<file path="src/rtl/shift_pkg.sv">
// Shared types for the sequential shift unit: opcode enum, FSM state and opcode legality.
// ROL/ROR count as legal only when SHIFT_ROTATE_EN is defined.
package shift_pkg;

    typedef enum logic [2:0] {
        SHIFT_SLL = 3'd0,
        SHIFT_SRL = 3'd1,
        SHIFT_SRA = 3'd2,
        SHIFT_ROL = 3'd3,
        SHIFT_ROR = 3'd4
    } shift_op_e;

    typedef enum logic [1:0] {
        ST_IDLE  = 2'd0,
        ST_SHIFT = 2'd1,
        ST_DONE  = 2'd2
    } state_e;

    // Opcodes 5..7 are never legal; rotates depend on the build.
    function automatic logic op_illegal(input logic [2:0] op);
        logic ill;
        ill = 1'b1;
        case (op)
            SHIFT_SLL, SHIFT_SRL, SHIFT_SRA: ill = 1'b0;
`ifdef SHIFT_ROTATE_EN
            SHIFT_ROL, SHIFT_ROR:            ill = 1'b0;
`endif
            default:                         ill = 1'b1;
        endcase
        return ill;
    endfunction

endpackage

</file>
<file path="src/rtl/shift_step.sv">
// One combinational shift stage: moves a WIDTH-bit value by 'amt' positions for the given op.
// Rotate paths exist only when SHIFT_ROTATE_EN is defined; other opcodes pass data through.
module shift_step
    import shift_pkg::*;
#(
    parameter int WIDTH = 32
) (
    input  logic [WIDTH-1:0]       data,
    input  logic [$clog2(WIDTH):0] amt,
    input  logic [2:0]             op,
    input  logic                   fill,
    output logic [WIDTH-1:0]       result
);

    localparam int AW = $clog2(WIDTH) + 1;

    logic [WIDTH-1:0] vacated_hi;

`ifdef SHIFT_ROTATE_EN
    logic [AW-1:0] rot_back;
    // For amt == 0 the back shift is by WIDTH, which yields zero, so rotate-by-0 is identity.
    assign rot_back = AW'(WIDTH) - amt;
`endif

    always_comb begin
        vacated_hi = ~({WIDTH{1'b1}} >> amt);
        result     = data;
        case (op)
            SHIFT_SLL: result = data << amt;
            SHIFT_SRL: result = data >> amt;
            SHIFT_SRA: result = (data >> amt) | (fill ? vacated_hi : '0);
`ifdef SHIFT_ROTATE_EN
            SHIFT_ROL: result = (data << amt) | (data >> rot_back);
            SHIFT_ROR: result = (data >> amt) | (data << rot_back);
`endif
            default:   result = data;
        endcase
    end

endmodule

</file>
<file path="src/rtl/seq_shift_unit.sv">
// Multi-cycle barrel-less shifter: shifts by up to STEP positions per cycle with a valid/ready front and back.
// Define SHIFT_ROTATE_EN to build ROL/ROR; otherwise those opcodes report out_err like any illegal op.
module seq_shift_unit
    import shift_pkg::*;
#(
    parameter int WIDTH = 32,
    parameter int STEP  = 4
) (
    input  logic                   clk,
    input  logic                   rst,
    input  logic                   in_valid,
    output logic                   in_ready,
    input  logic [WIDTH-1:0]       in_data,
    input  logic [$clog2(WIDTH):0] in_shamt,
    input  logic [2:0]             in_op,
    output logic                   out_valid,
    input  logic                   out_ready,
    output logic [WIDTH-1:0]       out_data,
    output logic                   out_err
);

    localparam int            AW      = $clog2(WIDTH) + 1;
    localparam logic [AW-1:0] WIDTH_A = AW'(WIDTH);
    localparam logic [AW-1:0] STEP_A  = AW'(STEP);

    // Handshake: a transfer happens on a rising edge where valid && ready; in_ready is
    // high only in IDLE, out_valid only in DONE, and DONE holds its result until taken.

    state_e           state_q, state_d;
    logic [WIDTH-1:0] data_q, data_d;
    logic [2:0]       op_q, op_d;
    logic [AW-1:0]    rem_q, rem_d;
    logic             err_q, err_d;
    logic             fill_q, fill_d;

    logic             in_illegal;
    logic             in_rotate;
    logic [AW-1:0]    eff_amt;
    logic [AW-1:0]    step_amt;
    logic [WIDTH-1:0] step_result;

    // Rotates wrap modulo WIDTH; linear shifts clamp at WIDTH so the result fully drains.
    always_comb begin
        in_illegal = op_illegal(in_op);
`ifdef SHIFT_ROTATE_EN
        in_rotate  = (in_op == SHIFT_ROL) || (in_op == SHIFT_ROR);
`else
        in_rotate  = 1'b0;
`endif
        if (in_rotate) begin
            eff_amt = {1'b0, in_shamt[AW-2:0]};
        end else if (in_shamt >= WIDTH_A) begin
            eff_amt = WIDTH_A;
        end else begin
            eff_amt = in_shamt;
        end
    end

    assign step_amt = (rem_q < STEP_A) ? rem_q : STEP_A;

    shift_step #(
        .WIDTH (WIDTH)
    ) u_step (
        .data   (data_q),
        .amt    (step_amt),
        .op     (op_q),
        .fill   (fill_q),
        .result (step_result)
    );

    always_comb begin
        state_d   = state_q;
        data_d    = data_q;
        op_d      = op_q;
        rem_d     = rem_q;
        err_d     = err_q;
        fill_d    = fill_q;
        in_ready  = (state_q == ST_IDLE);
        out_valid = (state_q == ST_DONE);
        case (state_q)
            ST_IDLE: begin
                if (in_valid) begin
                    data_d  = in_data;
                    op_d    = in_op;
                    fill_d  = in_data[WIDTH-1];
                    err_d   = in_illegal;
                    rem_d   = in_illegal ? '0 : eff_amt;
                    state_d = (in_illegal || (eff_amt == '0)) ? ST_DONE : ST_SHIFT;
                end
            end
            ST_SHIFT: begin
                data_d = step_result;
                rem_d  = rem_q - step_amt;
                if (rem_q == step_amt) begin
                    state_d = ST_DONE;
                end
            end
            ST_DONE: begin
                if (out_ready) begin
                    state_d = ST_IDLE;
                end
            end
            default: state_d = ST_IDLE;
        endcase
    end

    always_ff @(posedge clk or posedge rst) begin
        if (rst) begin
            state_q <= ST_IDLE;
            data_q  <= '0;
            op_q    <= '0;
            rem_q   <= '0;
            err_q   <= 1'b0;
            fill_q  <= 1'b0;
        end else begin
            state_q <= state_d;
            data_q  <= data_d;
            op_q    <= op_d;
            rem_q   <= rem_d;
            err_q   <= err_d;
            fill_q  <= fill_d;
        end
    end

    assign out_data = data_q;
    assign out_err  = err_q;

endmodule

</file>
<file path="config.mk">
export PLATFORM = sky130hd
export DESIGN_NAME = seq_shift_unit
export DESIGN_NICKNAME = d
export VERILOG_FILES = /design/src/rtl/shift_pkg.sv /design/src/rtl/shift_step.sv /design/src/rtl/seq_shift_unit.sv
export SDC_FILE = /design/constraint.sdc
export NUM_CORES = 1
export LEC_CHECK = 0
export BUFFER_PORTS_ARGS = -buffer_cell sky130_fd_sc_hd__buf_2
export CORE_AREA = 2 2 93 95
export DETAILED_ROUTE_END_ITERATION = 10
export DIE_AREA = 0 0 95 97
export GPL_TIMING_DRIVEN = 0
export PLACE_DENSITY = 0.83
export SLEW_MARGIN = 20
export SYNTH_ARGS = -nofsm -noshare
export SYNTH_HDL_FRONTEND = slang
export SYNTH_SLANG_ARGS = --single-unit
export TNS_END_PERCENT = 1
</file>
<file path="constraint.sdc">
create_clock -name clk -period 3.3 [get_ports clk]
set_clock_uncertainty 0.15 [all_clocks]
set_input_delay 0.66 -clock clk [delete_from_list [all_inputs] [get_ports clk]]
set_output_delay 0.66 -clock clk [all_outputs]
set_load 0.005 [all_outputs]
</file>
==> metrics.yaml, run 1 <==
timing:
  setup_viol: 0
  finalWorstSetupSlack_ps: 15.4
  worstMarginPinSlew_ps: 1240
  rsz0062_at_grt: "false"
  slew_violations: 0
  finalCritPeriodShare: 0.995
  hold_violations: 0
  fmax_ghz: 0.304
  fin_tns_setup_ps: 0
  period_needed_ps: 3280
  relSlewSlack: 0.173
clock_tree:
  cts_made_buffers: 5
  cts.clk_slew.worst_paths_ps: 100
  htreeDepth: 2
  ctsResizeCount: 0
  ctsHoldBuffers: 0
  clockRootBuffer: "clkbuf_8"
  cts_tree: "yes"
  clk_latency_ps: 310
  cts_sinks: 45
  postCtsSetupRepairBufs: 0
  clk_path_buf_depth: 2
floorplanning:
  core_sq_um: 8130
  ios: 80
  dieArea_sq_um: 9220
  initial_utilization: 0.577
  die_h_um: 97
  row_count: 33
  fp.dieW_um: 95
critical_path:
  cp-end-kind: "flip-flop"
  arrival_ps: 3330
  cp-start-kind: "flip-flop"
  path_class: "reg2reg"
  critical_path_required_ps: 3340
  rrSetupSlack_ps: 20
  crit_path_max_fanout: 10
place:
  io_buffer_count: 79
  pre_cts_ws_ps: 108
  dp.cells: 787
  place_congestion: 1.06
  dpl.hpwl_um: 14700
power_and_ir_drop:
  p_sw_mw: 3.54
  irDropWorstVdd_mv: 0.616
  power_frac_seq: 0.191
  clockPowerShare: 0.058
  pwr_density_cell_nw_per_um2: 1140
  p_sw_frac: 0.582
  p_int_mw: 2.54
  comb_power_share: 0.751
  leakagePower_nw: 2.15
routing:
  antenna_left: 0
  via_count: 6004
  first_iter_violations: 979
  drt-wirelength-per-cell_um: 27.1
  via_per_inst: 7.58
  drc_errors: 0
  dr.pass1.iters: 7
  wl_um: 21500
synth:
  synthCells: 602
  synthDistinctLibCells: 73
  yosys_warnings: 0
  synth_edf_count: 0
  async_reset_ff_frac: 1.00
  yosysTopAreaCell: "dfrtp_1"
  syn-cell-area_sq_um: 4690
  synth.net_count: 648
  postSynthAreaPerCell_sq_um: 7.79
  synth_area_leaders: "dfrtp_1 (24%), mux4_2 (6.7%), nand2_1 (5.8%)"
  ys_seq_area_frac: 0.240
  synth-seq-cells: 45
  ys_dominant_reg_cell: "dfrtp_1"
  synth_top_area_frac: 0.240
run_status:
  status: "finished clean"
global_route:
  grt_pass1_wl_um: 32600
  grt_pass1_vias: 5753
  antenna_found_initial: 0
  grt_max_degree: 25
  overflow: 0
  gr-usage-all-layers: 0.471
final_layout:
  drive_above_1_share: 0.230
  num_antenna_cells: 0
  final_nets: 734
  area_delta_synth_final_pct: 13.4
  final-instance-count-excl-fill: 792
flow_run:
  drv_cap: 0
min_path:
  hp-class: "in2async"
==> critical path, stage by stage, from the launching register on <==
cell and delay (ps):
dfrtp_1 340, clkbuf_1 330, nor2b_1 290, clkbuf_1 600
nand2_1 560, clkbuf_1 470, a211oi_1 320, a21oi_1 120
==> cell usage after synthesis (6+ instances only) <==
cell type,instances
nand3_1,13
or2_2,6
dfrtp_1,45
o211ai_1,8
a221o_1,8
clkbuf_1,37
and3_1,10
nor3_1,20
a211oi_1,10
a21oi_1,53
mux4_2,14
a31oi_1,16
a211o_1,7
o22ai_1,10
o21ai_0,49
mux2_2,11
nor2b_1,6
buf_2,23
mux2i_1,26
nor2_1,43
inv_1,8
nand2_1,72
or3_1,14
==> metrics by stage <==
stage                     instance area (sq um)   util  total power, mW  hold slack [ps]
after global placement                     5220  0.641             5.37              316
after CTS                                  5320  0.654             5.78              263
after floorplan                            4690      -             3.92              311
after global routing                       5320  0.654             6.32              290
final                                      5320  0.654             6.07              243
after detailed placement                   5240  0.645             5.42              354
==> layout by cell type, fill, tap and decap left out, types with 16 or more instances in the layout <==
master / count
buf_2: 102
nand2_1: 72
a21oi_1: 53
o21ai_0: 49
dfrtp_1: 45
nor2_1: 42
clkbuf_1: 37
mux2i_1: 26
nor3_1: 20
a31oi_1: 16
==> final timing paths <==
path / start / cells after the start / to
min in group clk: fill_q / 2 / fill_q
hold reg to reg: fill_q / 2 / fill_q
setup reg to reg: state_q[0] / 7 / out_data[25]
setup / recovery: state_q[0] / 7 / out_data[25]
max in group asynchronous: rst / 3 / out_data[10]
hold / removal: rst / 2 / state_q[1]
==> layer usage <==
layer	up-vias	track usage	part of all wire
li1	2454	-	-
met1	2715	0.625	0.35
met2	667	0.649	0.41
met3	168	0.188	0.17
met4	0	0.253	0.072
met5	-	0	0
==> flip-flops by register name (all words and copies together), names as in the netlist <==
register / flops
fill_q: 1
op_q: 3
out_data: 32
out_err: 1
rem_q: 6
state_q: 2
==> area by class of cell <==
cell class	instances	area [sq um]
Fill cell	721	2820
Tap cell	105	131
Clock buffer	5	68.8
Multi-Input combinational cell	480	3220
Timing Repair Buffer	80	423
Clock inverter	1	5.00
Sequential cell	45	1130
Inverter	8	30.0
Buffer	68	312
==> cells by family after synthesis <==
kind of cell             Yosys count  share of synthesized area
XOR/XNOR                           1                    0.00187
buffers and inverters             77                     0.0736
other                              1                   0.000800
AND/OR/NAND/NOR                  208                      0.218
AO/OA/AOI/OAI                    217                      0.308
adder cells (fa/ha/maj)            1                    0.00267
flip-flops                        45                      0.240
multiplexers                      52                      0.155
==> power groups by stage <==
stage | clock network [mW] | registers (mW) | logic, mW
6_report | 0.351 | 1.16 | 4.56
5_1_grt | 0.372 | 1.19 | 4.76
4_1_cts | 0.349 | 1.14 | 4.30
3_5_place_dp | 0 | 1.15 | 4.27
3_3_place_gp | 0 | 1.13 | 4.23
2_1_floorplan | 0 | 1.08 | 2.85
Power figures use the tool's default switching activity.
==> run 2: changes to the inputs <==
ABC_AREA = 1   (was default)
CORE_AREA = 2 2 92 94   (was 2 2 93 95)
DIE_AREA = 0 0 94 96   (was 0 0 95 97)
==> metrics.yaml, run 2 <==
timing:
  fmax_ghz: 0.441
  fin_tns_setup_ps: 0
  relSlewSlack: 0.518
  period_needed_ps: 2270
  setup_viol: 0
  slew_violations: 0
  rsz0062_at_grt: "false"
  finalCritPeriodShare: 0.687
  worstMarginPinSlew_ps: 723
  hold_violations: 0
synth:
  async_reset_ff_frac: 1.00
  synthDistinctLibCells: 32
  ys_dominant_reg_cell: "dfrtp_1"
  synth-seq-cells: 45
  synth_commonest_cells: "nand2_1 (339), nand3_1 (81), nor2_1 (79), inv_1 (61), dfrtp_1 (45)"
  synthCells: 821
  synth_top_area_frac: 0.279
  yosysTopAreaCell: "nand2_1"
  yosysMostFrequentCell: "nand2_1"
  syn-cell-area_sq_um: 4570
  ys_seq_area_frac: 0.247
  synth.net_count: 867
  yosys_warnings: 0
  postSynthAreaPerCell_sq_um: 5.56
  synth_edf_count: 0
  synth_area_leaders: "nand2_1 (28%), dfrtp_1 (25%), nand3_1 (8.9%)"
final_layout:
  fin_area_sq_um: 5200
  largest_reg_flops: 32
  drive_above_1_share: 0.143
  num_antenna_cells: 0
  mostFrequentLayoutCells: "nand2_1 (339), buf_2 (97), nand3_1 (81), nor2_1 (79), inv_1 (60)"
  final_nets: 954
  final_core_util: 0.646
  mostFrequentLayoutCell: "nand2_1"
  area_delta_synth_final_pct: 13.9
clock_tree:
  clk_latency_ps: 320
  cts_sinks: 45
  ctsResizeCount: 0
  cts.clk_slew.worst_paths_ps: 110
  htreeDepth: 2
  clockRootBuffer: "clkbuf_8"
  ctsHoldBuffers: 0
  cts_tree: "yes"
  clk_path_buf_depth: 2
  postCtsSetupRepairBufs: 0
  cts_made_buffers: 5
routing:
  wl_um: 18300
  first_iter_violations: 826
  via_count: 6178
  drc_errors: 0
  dr.pass1.iters: 10
  via_per_inst: 6.09
  drt-wirelength-per-cell_um: 18.1
  antenna_left: 0
global_route:
  grt_max_degree: 29
  overflow: 0
  antenna_found_initial: 0
  gr-usage-all-layers: 0.407
  grt_pass1_wl_um: 28400
  grt_pass1_vias: 5747
min_path:
  hp-class: "in2async"
floorplanning:
  row_count: 33
  core_sq_um: 8050
  dieArea_sq_um: 9020
  initial_utilization: 0.567
  fp.dieW_um: 94
  ios: 80
  die_h_um: 96
critical_path:
  arrival_ps: 2370
  path_class: "reg2reg"
  critical_path_required_ps: 3400
  crit_path_max_fanout: 10
  cp-end-kind: "flip-flop"
  cp-start-kind: "flip-flop"
place:
  place_congestion: 1.03
  post_dp_cell_area_sq_um: 5110
  io_buffer_count: 79
  dpl.hpwl_um: 13500
flow_run:
  drv_cap: 0
run_status:
  status: "finished clean"
run 2: cells by family after synthesis:
group	Yosys count	share of synthesized area
simple gates	562	0.528
buf+inv	110	0.104
compound gates	102	0.118
flops	45	0.247
fa+ha+maj	1	0.00274
other cells	1	0.000821
run 2: per-stage QoR:
stage	setup slack, ps	std cells	hold slack [ps]
2_1_floorplan	1430	821	292
3_3_place_gp	836	1005	311
3_5_place_dp	971	1006	346
4_1_cts	1120	1014	206
5_1_grt	947	1014	208
6_report	1030	1014	176
run 2: layer usage:
metal	GRT usage	up-vias	part of all wire
met2	0.674	487	0.46
met1	0.515	2781	0.39
li1	-	2830	-
met3	0.0564	80	0.11
met4	0.220	0	0.044
met5	0	-	0
run 2: path summary, 6_finish.rpt:
kind,endpoint,start,cells past startpoint,slack (ps)
max in group asynchronous,out_data[2],rst,3,2300
worst min-delay path,out_data[20],rst,2,180
worst max-delay path,out_data[4],op_q[2],10,1030
worst min register to register,out_err,out_err,2,370
min in group clk,out_err,out_err,2,370
worst max register to register,out_data[4],op_q[2],10,1030
run 2: cell type report:
type / count / area (sq um)
flip-flops and latches: 45 / 1130
fillers: 799 / 2850
well taps: 105 / 131
repair buffers: 80 / 415
plain buffers: 47 / 238
multi-input cells: 666 / 2970
inverters: 63 / 236
clock inverters: 3 / 17.5
clock buffers: 5 / 68.8
run 2: worst max-delay path, cell delays in order, from the launching register on:
cell	delay, ps
dfrtp_1	370
inv_1	100
nand2_1	110
nor2_4	220
clkbuf_1	530
o21ai_0	190
a21oi_1	220
nand2_1	80
nand3_1	100
nand2_1	60
nand2_1	60
Power of run 2 is not shown: default switching activity piles up to over one toggle a cycle in this logic, so the estimate is an artifact.
